File: src/rtl/osiris_pkg.sv
// Shared definitions for the instruction-memory loader: register offsets,
// FSM state encodings and the NOP fed to the core while it is not running.
package osiris_pkg;

    localparam logic [15:0] CTRL_OFS   = 16'h0000;
    localparam logic [15:0] STATUS_OFS = 16'h0004;
    localparam logic [15:0] CYCLES_OFS = 16'h0008;
    localparam logic [15:0] IMEM_OFS   = 16'h1000;

    localparam logic [31:0] NOP_INSTR  = 32'h0000_0013;

    typedef enum logic [1:0] {
        RUN_HALT    = 2'd0,
        RUN_RELEASE = 2'd1,
        RUN_RUN     = 2'd2
    } run_state_e;

    typedef enum logic [1:0] {
        WB_IDLE   = 2'd0,
        WB_ACK    = 2'd1,
        WB_RDWAIT = 2'd2
    } wb_state_e;

endpackage

File: src/rtl/wb_slave_if.sv
// Wishbone classic slave: address decode, request strobes to the loader core
// logic, and the registered ack / read-data path with its own small FSM.
module wb_slave_if
    import osiris_pkg::*;
#(
    parameter int unsigned DATA_WIDTH = 32,
    parameter logic [31:0] BASE_ADDR  = 32'h3000_0000,
    parameter int unsigned IMEM_AW    = 8
) (
    input  logic                  clk,
    input  logic                  rst,
    input  logic                  i_wb_cyc,
    input  logic                  i_wb_stb,
    input  logic                  i_wb_we,
    input  logic [3:0]            i_wb_sel,
    input  logic [31:0]           i_wb_adr,
    output logic                  o_wb_ack,
    output logic [DATA_WIDTH-1:0] o_wb_dat,
    input  logic                  i_imem_owned,
    input  logic [DATA_WIDTH-1:0] i_ctrl_rd,
    input  logic [DATA_WIDTH-1:0] i_status_rd,
    input  logic [DATA_WIDTH-1:0] i_cycles_rd,
    input  logic [DATA_WIDTH-1:0] i_imem_rdata,
    output logic                  o_ctrl_wr,
    output logic                  o_status_wr,
    output logic                  o_imem_wr,
    output logic                  o_imem_rd,
    output logic                  o_imem_err,
    output logic [IMEM_AW-1:0]    o_imem_idx
);

    wb_state_e             state_q;
    logic                  ack_q;
    logic [DATA_WIDTH-1:0] dat_q;

    logic                  req;
    logic                  base_hit;
    logic [15:0]           ofs;
    logic                  ctrl_hit, status_hit, cycles_hit, imem_hit;
    logic [DATA_WIDTH-1:0] rd_mux;
    logic                  unused_sel;

    // Only byte 0 carries writable bits, so the upper selects never matter.
    assign unused_sel = ^i_wb_sel[3:1];

    // Requests are only recognised in IDLE, which is what forbids back-to-back acks.
    assign req        = (state_q == WB_IDLE) && i_wb_cyc && i_wb_stb && !rst;
    assign base_hit   = (i_wb_adr[31:16] == BASE_ADDR[31:16]);
    assign ofs        = i_wb_adr[15:0];
    assign ctrl_hit   = base_hit && (ofs == CTRL_OFS);
    assign status_hit = base_hit && (ofs == STATUS_OFS);
    assign cycles_hit = base_hit && (ofs == CYCLES_OFS);
    // The window is naturally aligned to its size, so a prefix compare suffices.
    assign imem_hit   = base_hit && (ofs[15:IMEM_AW+2] == IMEM_OFS[15:IMEM_AW+2]);

    assign o_ctrl_wr   = req && i_wb_we && ctrl_hit && i_wb_sel[0];
    assign o_status_wr = req && i_wb_we && status_hit && i_wb_sel[0];
    assign o_imem_wr   = req && i_wb_we && imem_hit && i_imem_owned;
    assign o_imem_rd   = req && !i_wb_we && imem_hit && i_imem_owned;
    assign o_imem_err  = req && imem_hit && !i_imem_owned;
    assign o_imem_idx  = i_wb_adr[IMEM_AW+1:2];

    always_comb begin
        rd_mux = '0;
        if (ctrl_hit) begin
            rd_mux = i_ctrl_rd;
        end else if (status_hit) begin
            rd_mux = i_status_rd;
        end else if (cycles_hit) begin
            rd_mux = i_cycles_rd;
        end
    end

    always_ff @(posedge clk) begin
        if (rst) begin
            state_q <= WB_IDLE;
            ack_q   <= 1'b0;
            dat_q   <= '0;
        end else begin
            case (state_q)
                WB_IDLE: begin
                    if (o_imem_rd) begin
                        state_q <= WB_RDWAIT;
                    end else if (req) begin
                        state_q <= WB_ACK;
                        ack_q   <= 1'b1;
                        dat_q   <= i_wb_we ? '0 : rd_mux;
                    end
                end
                WB_RDWAIT: begin
                    state_q <= WB_ACK;
                    ack_q   <= 1'b1;
                    dat_q   <= i_imem_rdata;
                end
                WB_ACK: begin
                    state_q <= WB_IDLE;
                    ack_q   <= 1'b0;
                    dat_q   <= '0;
                end
                default: begin
                    state_q <= WB_IDLE;
                    ack_q   <= 1'b0;
                    dat_q   <= '0;
                end
            endcase
        end
    end

    assign o_wb_ack = ack_q;
    assign o_wb_dat = dat_q;

endmodule

File: src/rtl/imem_loader.sv
// Host-side loader for the core: run-control FSM with reset hold, cycle counter,
// status/error bits, and the IMEM port shared between Wishbone and instruction fetch.
module imem_loader
    import osiris_pkg::*;
#(
    parameter int unsigned DATA_WIDTH = 32,
    parameter logic [31:0] BASE_ADDR  = 32'h3000_0000,
    parameter int unsigned IMEM_AW    = 8,
    parameter int unsigned RST_HOLD   = 4
) (
    input  logic                  clk,
    input  logic                  rst,
    input  logic                  i_wb_cyc,
    input  logic                  i_wb_stb,
    input  logic                  i_wb_we,
    input  logic [3:0]            i_wb_sel,
    input  logic [31:0]           i_wb_adr,
    input  logic [DATA_WIDTH-1:0] i_wb_dat,
    output logic                  o_wb_ack,
    output logic [DATA_WIDTH-1:0] o_wb_dat,
    input  logic [DATA_WIDTH-1:0] i_pc_IF,
    output logic [DATA_WIDTH-1:0] o_instr_ID,
    output logic                  o_core_rst,
    output logic [IMEM_AW-1:0]    o_imem_addr,
    output logic                  o_imem_we,
    output logic [DATA_WIDTH-1:0] o_imem_wdata,
    input  logic [DATA_WIDTH-1:0] i_imem_rdata
);

    run_state_e   run_q;
    logic [3:0]   hold_q;
    logic         ctrl_q;
    logic         err_q;
    logic [31:0]  cycles_q;

    logic         running;
    logic         ctrl_wr, status_wr, imem_wr, imem_rd, imem_err;
    logic [IMEM_AW-1:0] imem_idx;
    logic         unused_pc;

    assign running   = (run_q == RUN_RUN);
    assign unused_pc = ^{i_pc_IF[DATA_WIDTH-1:IMEM_AW+2], i_pc_IF[1:0]};

    wb_slave_if #(
        .DATA_WIDTH (DATA_WIDTH),
        .BASE_ADDR  (BASE_ADDR),
        .IMEM_AW    (IMEM_AW)
    ) u_wb (
        .clk          (clk),
        .rst          (rst),
        .i_wb_cyc     (i_wb_cyc),
        .i_wb_stb     (i_wb_stb),
        .i_wb_we      (i_wb_we),
        .i_wb_sel     (i_wb_sel),
        .i_wb_adr     (i_wb_adr),
        .o_wb_ack     (o_wb_ack),
        .o_wb_dat     (o_wb_dat),
        .i_imem_owned (run_q == RUN_HALT),
        .i_ctrl_rd    (DATA_WIDTH'(ctrl_q)),
        .i_status_rd  (DATA_WIDTH'({err_q, running})),
        .i_cycles_rd  (DATA_WIDTH'(cycles_q)),
        .i_imem_rdata (i_imem_rdata),
        .o_ctrl_wr    (ctrl_wr),
        .o_status_wr  (status_wr),
        .o_imem_wr    (imem_wr),
        .o_imem_rd    (imem_rd),
        .o_imem_err   (imem_err),
        .o_imem_idx   (imem_idx)
    );

    always_ff @(posedge clk) begin
        if (rst) begin
            run_q    <= RUN_HALT;
            hold_q   <= '0;
            ctrl_q   <= 1'b0;
            err_q    <= 1'b0;
            cycles_q <= '0;
        end else begin
            if (imem_err) begin
                err_q <= 1'b1;
            end else if (status_wr && i_wb_dat[1]) begin
                err_q <= 1'b0;
            end
            if (ctrl_wr) begin
                ctrl_q <= i_wb_dat[0];
            end
            case (run_q)
                RUN_HALT: begin
                    if (ctrl_wr && i_wb_dat[0]) begin
                        run_q    <= RUN_RELEASE;
                        hold_q   <= '0;
                        cycles_q <= '0;
                    end
                end
                RUN_RELEASE: begin
                    if (ctrl_wr && !i_wb_dat[0]) begin
                        run_q <= RUN_HALT;
                    end else if (hold_q == 4'(RST_HOLD)) begin
                        run_q <= RUN_RUN;
                    end else begin
                        hold_q <= hold_q + 4'd1;
                    end
                end
                RUN_RUN: begin
                    // The cycle that samples the halt write still counts as a RUN cycle.
                    cycles_q <= cycles_q + 32'd1;
                    if (ctrl_wr && !i_wb_dat[0]) begin
                        run_q <= RUN_HALT;
                    end
                end
                default: run_q <= RUN_HALT;
            endcase
        end
    end

    assign o_core_rst   = !running;
    assign o_instr_ID   = running ? i_imem_rdata : DATA_WIDTH'(NOP_INSTR);
    assign o_imem_we    = imem_wr;
    assign o_imem_wdata = imem_wr ? i_wb_dat : '0;

    always_comb begin
        o_imem_addr = '0;
        if (running) begin
            o_imem_addr = i_pc_IF[IMEM_AW+1:2];
        end else if (imem_wr || imem_rd) begin
            o_imem_addr = imem_idx;
        end
    end

endmodule

File: config.mk
export PLATFORM = sky130hd
export DESIGN_NAME = imem_loader
export DESIGN_NICKNAME = d
export VERILOG_FILES = /design/src/rtl/osiris_pkg.sv /design/src/rtl/wb_slave_if.sv /design/src/rtl/imem_loader.sv
export SDC_FILE = /design/constraint.sdc
export NUM_CORES = 1
export LEC_CHECK = 0
export BUFFER_PORTS_ARGS = -buffer_cell sky130_fd_sc_hd__buf_2
export CORE_ASPECT_RATIO = 1.1
export CORE_MARGIN = 4
export CORE_UTILIZATION = 44
export CTS_BUF_LIST = sky130_fd_sc_hd__clkbuf_4 sky130_fd_sc_hd__clkbuf_8
export CTS_CLUSTER_SIZE = 28
export DETAILED_ROUTE_END_ITERATION = 16
export GPL_ROUTABILITY_DRIVEN = 0
export GPL_TIMING_DRIVEN = 0
export PLACE_DENSITY_LB_ADDON = 0.1
export SLEW_MARGIN = 5
export SYNTH_ARGS = -nofsm -noshare
export SYNTH_HDL_FRONTEND = slang
export SYNTH_SLANG_ARGS = --single-unit
File: constraint.sdc
create_clock -name clk -period 2.6 [get_ports clk]
set_input_delay 0.39 -clock clk [delete_from_list [all_inputs] [get_ports clk]]
set_output_delay 0.39 -clock clk [all_outputs]
set_load 0.005 [all_outputs]
==> metrics.csv, run 1 <==
metric,value,unit
final_hold_viol_count,0,
diodes,0,
initial_core_util,45.38,%
tightestPinTransition,0.7186,ns
finalMaxSlewViolations,0,
die_width,104.5,µm
avgSynthCellArea,8.274,µm²
finalClockSkew,0.01016,ns
holdPathStages,3,
htreeDepth,3,
core,0.009937,mm²
rows,38,
min_to,u_wb.o_wb_dat[13]$_SDFFE_PP0P_,
placed_area,0.005736,mm²
antenna_found_initial,0,
clk_path_buf_depth,2,
post-dp-hpwl,12530,µm
synth_edf_count,0,
grt_pass1_vias,5002,
timing.hold.ws,0.3546,ns
hold_path_class,primary input to flop,
clk_latency,0.35,ns
ios,244,
syn-cell-area,0.004509,mm²
vias,5239,
stdcell_count,902,
dp.cells,880,
path_clk_slew,0.07,ns
min_period_over_period,97.49,%
fin_crit,2.535,ns
seq_area_frac_synth,33.30,%
p_leak,2.720,nW
path_cells,or4_4 -> nor4_4 -> buf_4 -> clkbuf_8 -> buf_12 -> and3_1 -> buf_2,
clockRootBuffer,clkbuf_8,
ys_types,52,
grt_pass1_wl,24920,µm
worstPathArrival,2.14,ns
cts_hold_buf,0,
synthCells,545,
stdcell_area,0.006118,mm²
ant_nets,0,
gr-total-overflow,0,
setup_viol,0,
syn_to_final_growth,35.68,%
drt_iter0_drc,311,
grt_setup_unrepaired,true,
numCtsBuffers,9,
wl_per_cell,17.74,µm
synth_flop_cell,dfxtp_1,
grt_start_max_net_pins,13,
maxCapViolations,0,
relSlewSlack,52.09,%
ir_drop,308.8,µV
layout-drive-gt1-share,38.36,%
outcome,completed,
worstHoldStart,i_imem_rdata[13],
r2r_start,cycles_q[1]$_SDFFE_PP0P_,
ys_seq_elements,75,
tritoncts,done,
drt_wl_total,16010,µm
cts_sinks,75,
io_buffer_count,215,
synth_nets,685,
reg2reg_slack,0.34,ns
r2r_cells,8,
cp.required,2.21,ns
cp_max_fo,8,
synth_warnings,0,
r2r-end,cycles_q[18]$_SDFFE_PP0P_,
gr-usage-all-layers,25.60,%
tns,0,ns
drc,0,
fin_nets,917,
cp.buffers_inverters,4,
endpoint_kind,primary output,
cp_slowest_cell,or4_4,
drt-pass1-iter-count,4,
startpoint_type,flop,
crit_family,simple AND/OR/NAND/NOR gates,
p_per_area,427.3,mW/mm²
drt-vias-per-instance,5.808,
worstSetupPathType,flop to primary output,
slowest_delay,0.55,ns
async_reset_ff_share,0,%
dieArea,0.01193,mm²
die_h,114.2,µm
max_freq,0.3945,GHz
-- report_power, final --
group          leakage [nW]  switching (W)  internal, W
Combinational          1.99       0.000157     0.000142
Clock                 0.125       0.000445     0.000673
Sequential            0.609      0.0000178      0.00118
-- logic make-up (layout without fill, tap and decap cells) --
group           count (synthesis)  count (layout)  share of synthesized area [%]
xor+xnor                        1               1                         0.1943
simple gates                  231             231                          31.22
compound gates                171             171                          27.72
buf+inv                        59             296                          5.633
mux                             5               5                          1.110
flops                          75              75                          33.30
fa+ha+maj                       3               3                         0.8325
-- flip-flops by register name, indices dropped and copies added, names as in the netlist --
signal,cells
ctrl_q,1
cycles_q,32
err_q,1
hold_q,4
run_q,2
u_wb.o_wb_ack,1
u_wb.o_wb_dat,32
u_wb.state_q,2
-- final cells by class --
class | count | area, µm²
fillers | 923 | 3819
multi-input cells | 411 | 2805
flip-flops and latches | 75 | 1505
repair buffers | 222 | 1141
plain buffers | 45 | 222.7
well taps | 120 | 150.1
clock buffers | 12 | 146.4
clock inverters | 4 | 98.84
inverters | 13 | 48.80
-- cell usage in the layout, fill, tap and decap left out, types with 12 or more instances in the layout --
master / count
buf_2: 222
dfxtp_1: 74
a21oi_1: 57
and3_1: 41
and2_1: 33
a22oi_1: 30
nand3_1: 29
clkbuf_1: 26
nand2_1: 25
a211oi_2: 20
nor2_1: 16
inv_1: 13
or3_1: 13
o211ai_1: 12
-- synth_stat cells (all sizes together), types with 2 or more instances --
| master | n | share of area, % |
|---|---|---|
| a211oi | 29 | 7.0 |
| a21o | 2 | 0.33 |
| a21oi | 57 | 6.3 |
| a22o | 8 | 1.6 |
| a22oi | 30 | 5.0 |
| a311oi | 2 | 0.39 |
| a31oi | 3 | 0.42 |
| and2 | 33 | 4.6 |
| and3 | 42 | 5.8 |
| and4 | 7 | 1.4 |
| buf | 10 | 1.5 |
| clkbuf | 36 | 3.0 |
| dfxtp | 75 | 33 |
| ha | 3 | 0.83 |
| inv | 13 | 1.1 |
| mux2i | 5 | 1.1 |
| nand2 | 25 | 2.1 |
| nand2b | 7 | 0.97 |
| nand3 | 30 | 3.4 |
| nand3b | 3 | 0.78 |
| nand4 | 10 | 1.5 |
| nand4bb | 2 | 0.50 |
| nor2 | 16 | 1.3 |
| nor2b | 5 | 0.69 |
| nor3 | 11 | 1.3 |
| nor4 | 10 | 2.1 |
| o211ai | 12 | 2.0 |
| o21ai | 9 | 1.0 |
| o2bb2ai | 6 | 1.2 |
| o31ai | 4 | 0.67 |
| o32ai | 3 | 0.58 |
| or2 | 7 | 0.97 |
| or3 | 13 | 1.8 |
| or4 | 7 | 1.2 |
-- layer usage --
metal | wire (µm) | GRT usage (%) | vias to the layer above
met1 | 6328 | 29.39 | 2460
met4 | 217 | 6.117 | 0
met2 | 8373 | 48.23 | 226
met5 | 0 | 0 | -
met3 | 1085 | 5.640 | 18
li1 | - | - | 2535
-- timing repair --
item / in CTS / in global routing
gates cloned: 0 / 0
gates resized for setup: 19 / 7
pin swaps: 2 / 2
buffers inserted: 3 / 4
setup endpoints to repair: 70 / 57
-- worst min-delay path, cell delays in order --
cell and delay [ns]:
buf_2 0.09, a22oi_1 0.06, o2bb2ai_1 0.13
-- how the worst max path moves through the flow --
stage | startpoint | depth (start not counted) | endpoint
after floorplan | rst | 6 | o_imem_wdata[0]
after global placement | rst | 7 | o_imem_wdata[1]
after detailed placement | rst | 7 | o_imem_wdata[1]
after global routing | run_q[1]$_SDFFE_PP0P_ | 7 | o_imem_wdata[4]
final | run_q[1]$_SDFFE_PP0P_ | 7 | o_imem_wdata[9]
after CTS | run_q[0]$_SDFFE_PP0P_ | 8 | o_imem_wdata[7]
-- through the flow --
step	worst slack [ns]	util (%)	total power (W)
after CTS	0.0009386	61.14	0.002620
final	0.06521	61.57	0.002615
after global routing	-0.01122	61.57	0.002708
after detailed placement	-0.3387	57.72	0.001519
after global placement	-0.3305	57.72	0.001511
after floorplan	0.2252	-	0.001360
(Power assumes the default switching activity.)
==> run 2, diff against run 1 <==
--- a/config.mk
+++ b/config.mk
@@ -18,4 +18,5 @@
 export SLEW_MARGIN = 5
 export SYNTH_ARGS = -nofsm -noshare
 export SYNTH_HDL_FRONTEND = slang
+export SYNTH_HIERARCHICAL = 1
 export SYNTH_SLANG_ARGS = --single-unit
==> run 2 against run 1 <==
  * Clock-buffer cell count is 1 lower
  * Worst hold slack got worse by 0.025 ns
  * First-iteration DRC count shrank 24%
==> metrics.csv, run 2 <==
metric,value,unit,change
outcome,completed,,
setup_viol,0,,unchanged
p_leak,3.105,nW,+14%
ant_nets,0,,unchanged
hold_path_class,primary input to flop,,
ys_types,58,,+12%
worstHoldStart,i_wb_dat[0],,
maxCapViolations,0,,unchanged
min_period_over_period,96.01,%,-1.5 points
cp_max_fo,8,,unchanged
final_common_cell,buf_2,,
synth_flop_cell,dfxtp_1,,
ios,244,,unchanged
ir_drop,231.9,µV,-25%
avgSynthCellArea,8.098,µm²,-2.1%
worstSetupPathType,primary input to primary output,,
final_hold_viol_count,0,,unchanged
syn_to_final_growth,37.05,%,
syn-cell-area,0.004907,mm²,+8.8%
synth_common_cells,"75 x dfxtp_1, 64 x nand2_1, 64 x nor2_1",,
r2r-end,cycles_q[26]$_SDFFE_PP0P_,,
r2r_start,cycles_q[0]$_SDFFE_PP0P_,,
antenna_found_initial,0,,unchanged
drt_iter0_drc,235,,-24%
fill_cells,1027,,+11%
seq_area_frac_synth,30.60,%,-2.7 points
grt_pass1_vias,5003,,+0.020%
tns,0,ns,unchanged
synth.top_cell.area_share,30.60,%,-2.7 points
cts_hold_buf,0,,unchanged
die_width,108.7,µm,+4.0%
layout-drive-gt1-share,34.96,%,-3.4 points
tritoncts,done,,
timing.hold.ws,0.3294,ns,-0.02515 ns
fin_nets,1037,,+13%
reg2reg_slack,0.35,ns,about the same
tightestPinTransition,0.7890,ns,+0.07035 ns
clk_latency,0.36,ns,about the same
mostFrequentLayoutCells,"221 x buf_2, 75 x dfxtp_1, 64 x nand2_1, 62 x and2_1, 61 x conb_1",,
clk_path_buf_depth,2,,unchanged
startpoint_type,primary input,,
die_h,118.8,µm,+4.0%
ys_seq_elements,75,,unchanged
synth_edf_count,0,,unchanged
drt-pass1-iter-count,4,,unchanged
grt_start_max_net_pins,13,,unchanged
path_cells,buf_2 -> buf_4 -> nand3b_1 -> nor3_4 -> and4_4 -> nor2_2 -> nor2_4 -> a22o_1 -> buf_2,,
synth_warnings,6,,+6
holdPathStages,3,,unchanged
cp.required,2.21,ns,about the same
crit_path_frequent_cell,buf_2,,
relSlewSlack,46.66,%,-5.4 points
clockRootBuffer,clkbuf_8,,
rows,40,,+5.3%
min_to,ctrl_q$_SDFFE_PP0P_,,
vias,5351,,+2.1%
max_freq,0.4006,GHz,+1.5%
gr-usage-all-layers,24.44,%,-1.2 points
r2r_cells,6,,-2
cp_slowest_cell,and4_4,,
endpoint_kind,primary output,,
post-dp-hpwl,13420,µm,+7.1%
path_clk_slew,0.09,ns,+0.02 ns
grt_setup_unrepaired,false,,
p_per_area,390.5,mW/mm²,-8.6%
wl_per_cell,15.77,µm,-11%
gr-total-overflow,0,,unchanged
initial_core_util,44.98,%,-0.40 points
htreeDepth,3,,unchanged
slowest_delay,0.30,ns,-0.25 ns
io_buffer_count,215,,unchanged
drc,0,,unchanged
core,0.01091,mm²,+9.8%
fin_crit,2.496,ns,-0.03860 ns
async_reset_ff_share,0,%,unchanged
drt-vias-per-instance,5.106,,-12%
grt_pass1_wl,25360,µm,+1.8%
diodes,0,,unchanged
dieArea,0.01291,mm²,+8.2%
numCtsBuffers,9,,unchanged
yosysTopAreaCell,dfxtp_1,,
finalClockSkew,0.01697,ns,+0.006814 ns
synth_most_common_cell,dfxtp_1,,
synthTopCellsByArea,"dfxtp_1 31%, and2_1 7.9%, mux2i_1 7.1%",,
worstPathArrival,2.11,ns,-0.03 ns
finalMaxSlewViolations,0,,unchanged
drt_wl_total,16530,µm,+3.3%
synthCells,606,,+11%
cts_sinks,75,,unchanged
run 2: cell types whose count changed after synthesis, sizes merged, moves of 29 or more:
cell   change
a21oi     -41
and3      -37
nor2      +48
mux2i     +30
nand2     +39
and2      +29
run 2: routing by layer:
| metal | track usage [%] | routed length [µm] | vias up |
|---|---|---|---|
| li1 | - | - | 2708 |
| met1 | 33.75 | 7642 | 2473 |
| met2 | 39.64 | 7730 | 159 |
| met3 | 3.605 | 1020 | 11 |
| met4 | 6.393 | 139 | 0 |
| met5 | 0 | 0 | - |
run 2: final cells by class:
| type | instances | area, µm² | area share, % |
|---|---|---|---|
| multi-input cells | 532 | 3405 | 50.62 |
| flip-flops and latches | 75 | 1501 | 22.33 |
| repair buffers | 220 | 1114 | 16.56 |
| plain buffers | 52 | 269.0 | 4.000 |
| well taps | 147 | 183.9 | 2.735 |
| clock buffers | 11 | 151.4 | 2.251 |
| clock inverters | 4 | 73.82 | 1.098 |
| inverters | 7 | 27.53 | 0.4093 |
run 2: repair_timing:
action                                  in CTS  in global routing
cloned                                       0                  0
setup buffers                                2                  3
endpoints found under the hold margin        0                  0
resized for setup                            9                 14
endpoints found under the setup margin      60                 48
pin swaps                                    2                  7
run 2: worst max-delay path: cells and delay by family:
| kind | cells | cell delay [ns] |
|---|---|---|
| AO/OA/AOI/OAI | 1 | 0.18 |
| buffers and inverters | 3 | 0.45 |
| AND/OR/NAND/NOR | 5 | 1.10 |
run 2: how the worst max path moves through the flow:
stage	from	to	slack, ns	cells after the start
6_report	rst	o_imem_addr[7]	0.10	9
5_1_grt	run_q[0]$_SDFFE_PP0P_	o_imem_addr[7]	0.003	5
4_1_cts	run_q[0]$_SDFFE_PP0P_	o_imem_addr[7]	0.05	5
3_5_place_dp	i_wb_adr[31]	cycles_q[6]$_SDFFE_PP0P_	-0.43	12
3_3_place_gp	i_wb_adr[31]	cycles_q[6]$_SDFFE_PP0P_	-0.43	12
2_1_floorplan	i_wb_adr[3]	cycles_q[6]$_SDFFE_PP0P_	0.03	11
run 2: report_power, final:
part / total (W) / internal (W) / switching, W
clock: 0.00102 / 0.000588 / 0.000432
combinational: 0.000401 / 0.000180 / 0.000221
sequential: 0.00120 / 0.00119 / 0.0000195
run 2: metrics by stage:
stage | util, % | setup slack, ns | power, W | cell area, µm² | cells
6_report | 61.64 | 0.1038 | 0.002626 | 6725 | 1048
5_1_grt | 61.64 | 0.002941 | 0.002739 | 6725 | 1048
4_1_cts | 61.14 | 0.04913 | 0.002626 | 6670 | 1045
3_5_place_dp | 58.70 | -0.4319 | 0.001623 | 6405 | 1028
3_3_place_gp | 58.70 | -0.4275 | 0.001611 | 6405 | 1028
2_1_floorplan | - | 0.03058 | 0.001439 | 5145 | 666
run 2: cells by family after synthesis:
kind of cell,Yosys count,share of synthesized area [%]
buffers and inverters,59,5.864
AO/OA/AOI/OAI,142,22.00
AND/OR/NAND/NOR,280,31.13
other,1,0.07642
flip-flops,75,30.60
adder cells (fa/ha/maj),3,0.7650
XOR/XNOR,2,0.3570
multiplexers,44,9.205
==> run 3, diff against run 2 <==
==> constraint.sdc (replaced) <==
create_clock -name clk -period 2.6 [get_ports clk]
set_input_delay 0.39 -clock clk [delete_from_list [all_inputs] [get_ports clk]]
set_output_delay 0.39 -clock clk [all_outputs]
set_load 0.05 [all_outputs]
==> run 3 against run 2 <==
  * Clock-buffer cell count is the same
  * Die area stayed put
  * Routed wire length is 0.40% higher
  * Via count fell by 0.47%
  * First-iteration DRC count grew 5.5%
  * Worst setup slack better by 0.0085 ns
  * Critical path type is now flop to primary output
  * Critical endpoint is now o_imem_addr[3]
  * Highest routed layer unchanged
==> metrics.csv, run 3 (synthesized netlist as in run 2, its figures left out) <==
metric,value,unit,change
cp.required,2.21,ns,about the same
path_cells,nor2_2 -> nand3_2 -> nor3_4 -> and4_4 -> nor2_1 -> nor2_4 -> a22o_2 -> buf_6,,
outcome,completed,,
crit_family,simple AND/OR/NAND/NOR gates,,
final_common_cell,buf_2,,
ios,244,,unchanged
final_hold_viol_count,0,,unchanged
worstSetupPathType,flop to primary output,,
mostFrequentLayoutCells,"202 x buf_2, 75 x dfxtp_1, 64 x nand2_1, 61 x nor2_1, 61 x conb_1",,
pre_cts_ws,-0.5600,ns,-0.1281 ns
drt-pass1-iter-count,5,,+1
tightestPinTransition,0.7484,ns,-0.04057 ns
min_to,ctrl_q$_SDFFE_PP0P_,,
finalClockSkew,0.01304,ns,-0.003932 ns
maxCapViolations,0,,unchanged
die_width,108.7,µm,unchanged
grt_pass1_wl,25650,µm,+1.1%
vias,5326,,-0.47%
numCtsBuffers,9,,unchanged
max_freq,0.4020,GHz,+0.34%
endpoint_kind,primary output,,
relSlewSlack,49.40,%,+2.7 points
clockRootBuffer,clkbuf_8,,
worstHoldStart,i_wb_dat[0],,
cp_slowest_cell,dfxtp_1,,
cts_hold_buf,0,,unchanged
wl_per_cell,15.85,µm,+0.50%
slowest_delay,0.34,ns,+0.04 ns
clk_path_buf_depth,2,,unchanged
antenna_found_initial,0,,unchanged
initial_core_util,44.98,%,unchanged
layout-drive-gt1-share,39.44,%,+4.5 points
drt-vias-per-instance,5.087,,-0.37%
grt_start_max_net_pins,13,,unchanged
hold_path_class,primary input to flop,,
placed_area,0.006455,mm²,+0.78%
finalMaxSlewViolations,0,,unchanged
r2r-end,cycles_q[6]$_SDFFE_PP0P_,,
diodes,0,,unchanged
io_buffer_count,215,,unchanged
htreeDepth,3,,unchanged
worstPathArrival,2.10,ns,about the same
die_h,118.8,µm,unchanged
min_period_over_period,95.68,%,-0.33 points
r2r_cells,12,,+6
cp_max_fo,8,,unchanged
drt_iter0_drc,248,,+5.5%
p_leak,3.127,nW,+0.72%
clk_latency,0.35,ns,about the same
stdcell_count,1047,,-0.095%
cts_sinks,75,,unchanged
drt_wl_total,16600,µm,+0.40%
dieArea,0.01291,mm²,unchanged
core,0.01091,mm²,unchanged
grt_pass1_vias,5127,,+2.5%
drc,0,,unchanged
ant_nets,0,,unchanged
fin_nets,1035,,-0.19%
fin_crit,2.488,ns,-0.008477 ns
timing.final.ws_setup,0.1123,ns,+0.008477 ns
holdPathStages,3,,unchanged
setup_viol,0,,unchanged
p_per_area,399.2,mW/mm²,+2.2%
cp.buffers_inverters,1,,-2
p_total,0.002719,W,+3.5%
gr-total-overflow,0,,unchanged
stdcell_area,0.006812,mm²,+1.3%
rows,40,,unchanged
syn_to_final_growth,38.81,%,
dp.cells,1028,,unchanged
post-dp-hpwl,13790,µm,+2.7%
r2r_start,u_wb/state_q[0]$_SDFFE_PP0P_,,
startpoint_type,flop,,
grt_setup_unrepaired,true,,
path_clk_slew,0.08,ns,about the same
reg2reg_slack,0.31,ns,-0.04 ns
gr-usage-all-layers,24.92,%,+0.48 points
tritoncts,done,,
ir_drop,275.4,µV,+19%
==> run 3: cell count changes in the layout (fill, tap and decap cells not counted), sizes merged <==
cell      change
buf          -13
clkbuf       +11
clkinv        -1
clkinvlp      +1
inv           +1
==> run 3: how the worst max path moves through the flow <==
stage	endpoint	cells past startpoint	slack (ns)	startpoint
global route	o_imem_addr[3]	8	-0.02	u_wb/state_q[0]$_SDFFE_PP0P_
detailed placement	o_imem_addr[3]	9	-0.56	i_wb_adr[31]
CTS	o_imem_addr[3]	9	0.03	i_wb_adr[31]
global placement	o_imem_addr[3]	9	-0.43	i_wb_adr[31]
floorplan	o_imem_addr[0]	7	-0.06	i_wb_adr[31]
finish	o_imem_addr[3]	8	0.11	u_wb/state_q[0]$_SDFFE_PP0P_
==> run 3: tightest hold or removal path, delay by kind of cell <==
| kind | cells | cell delay, ns |
|---|---|---|
| buf+inv | 1 | 0.11 |
| mux | 1 | 0.07 |
| simple gates | 1 | 0.07 |
==> run 3: per-stage QoR <==
| step | utilization (%) | hold slack, ns | TNS (ns) |
|---|---|---|---|
| finish | 62.43 | 0.3161 | 0 |
| detailed placement | 59.16 | 0.4768 | -25.18 |
| CTS | 61.87 | 0.3069 | 0 |
| global placement | 59.16 | 0.4655 | -15.24 |
| floorplan | - | 0.4460 | -0.5021 |
| global route | 62.43 | 0.3271 | -0.02738 |
==> run 3: where the power goes <==
part	internal [W]	switching, W
clock	0.000559	0.000435
sequential	0.00119	0.0000218
combinational	0.000178	0.000340
==> run 3: layout make-up <==
| cell class | instances | area (µm²) |
|---|---|---|
| Fill cell | 1025 | 4099 |
| Multi-Input combinational cell | 532 | 3435 |
| Sequential cell | 75 | 1501 |
| Timing Repair Buffer | 220 | 1184 |
| Buffer | 50 | 262.8 |
| Tap cell | 147 | 183.9 |
| Clock buffer | 11 | 138.9 |
| Clock inverter | 5 | 77.57 |
| Inverter | 7 | 28.78 |
==> run 3: what timing repair did <==
item,4_1_cts,5_1_grt
setup endpoints to repair,81,56
pin swaps,5,5
setup buffers,5,0
resized for setup,17,27
cloned,0,0
==> run 3: per-layer routing <==
| metal | part of all wire, % | vias up | global-route usage, % |
|---|---|---|---|
| met2 | 47 | 192 | 42.08 |
| li1 | - | 2695 | - |
| met1 | 43 | 2410 | 31.95 |
| met3 | 6.8 | 29 | 4.697 |
| met4 | 2.2 | 0 | 7.419 |
| met5 | 0 | - | 0 |
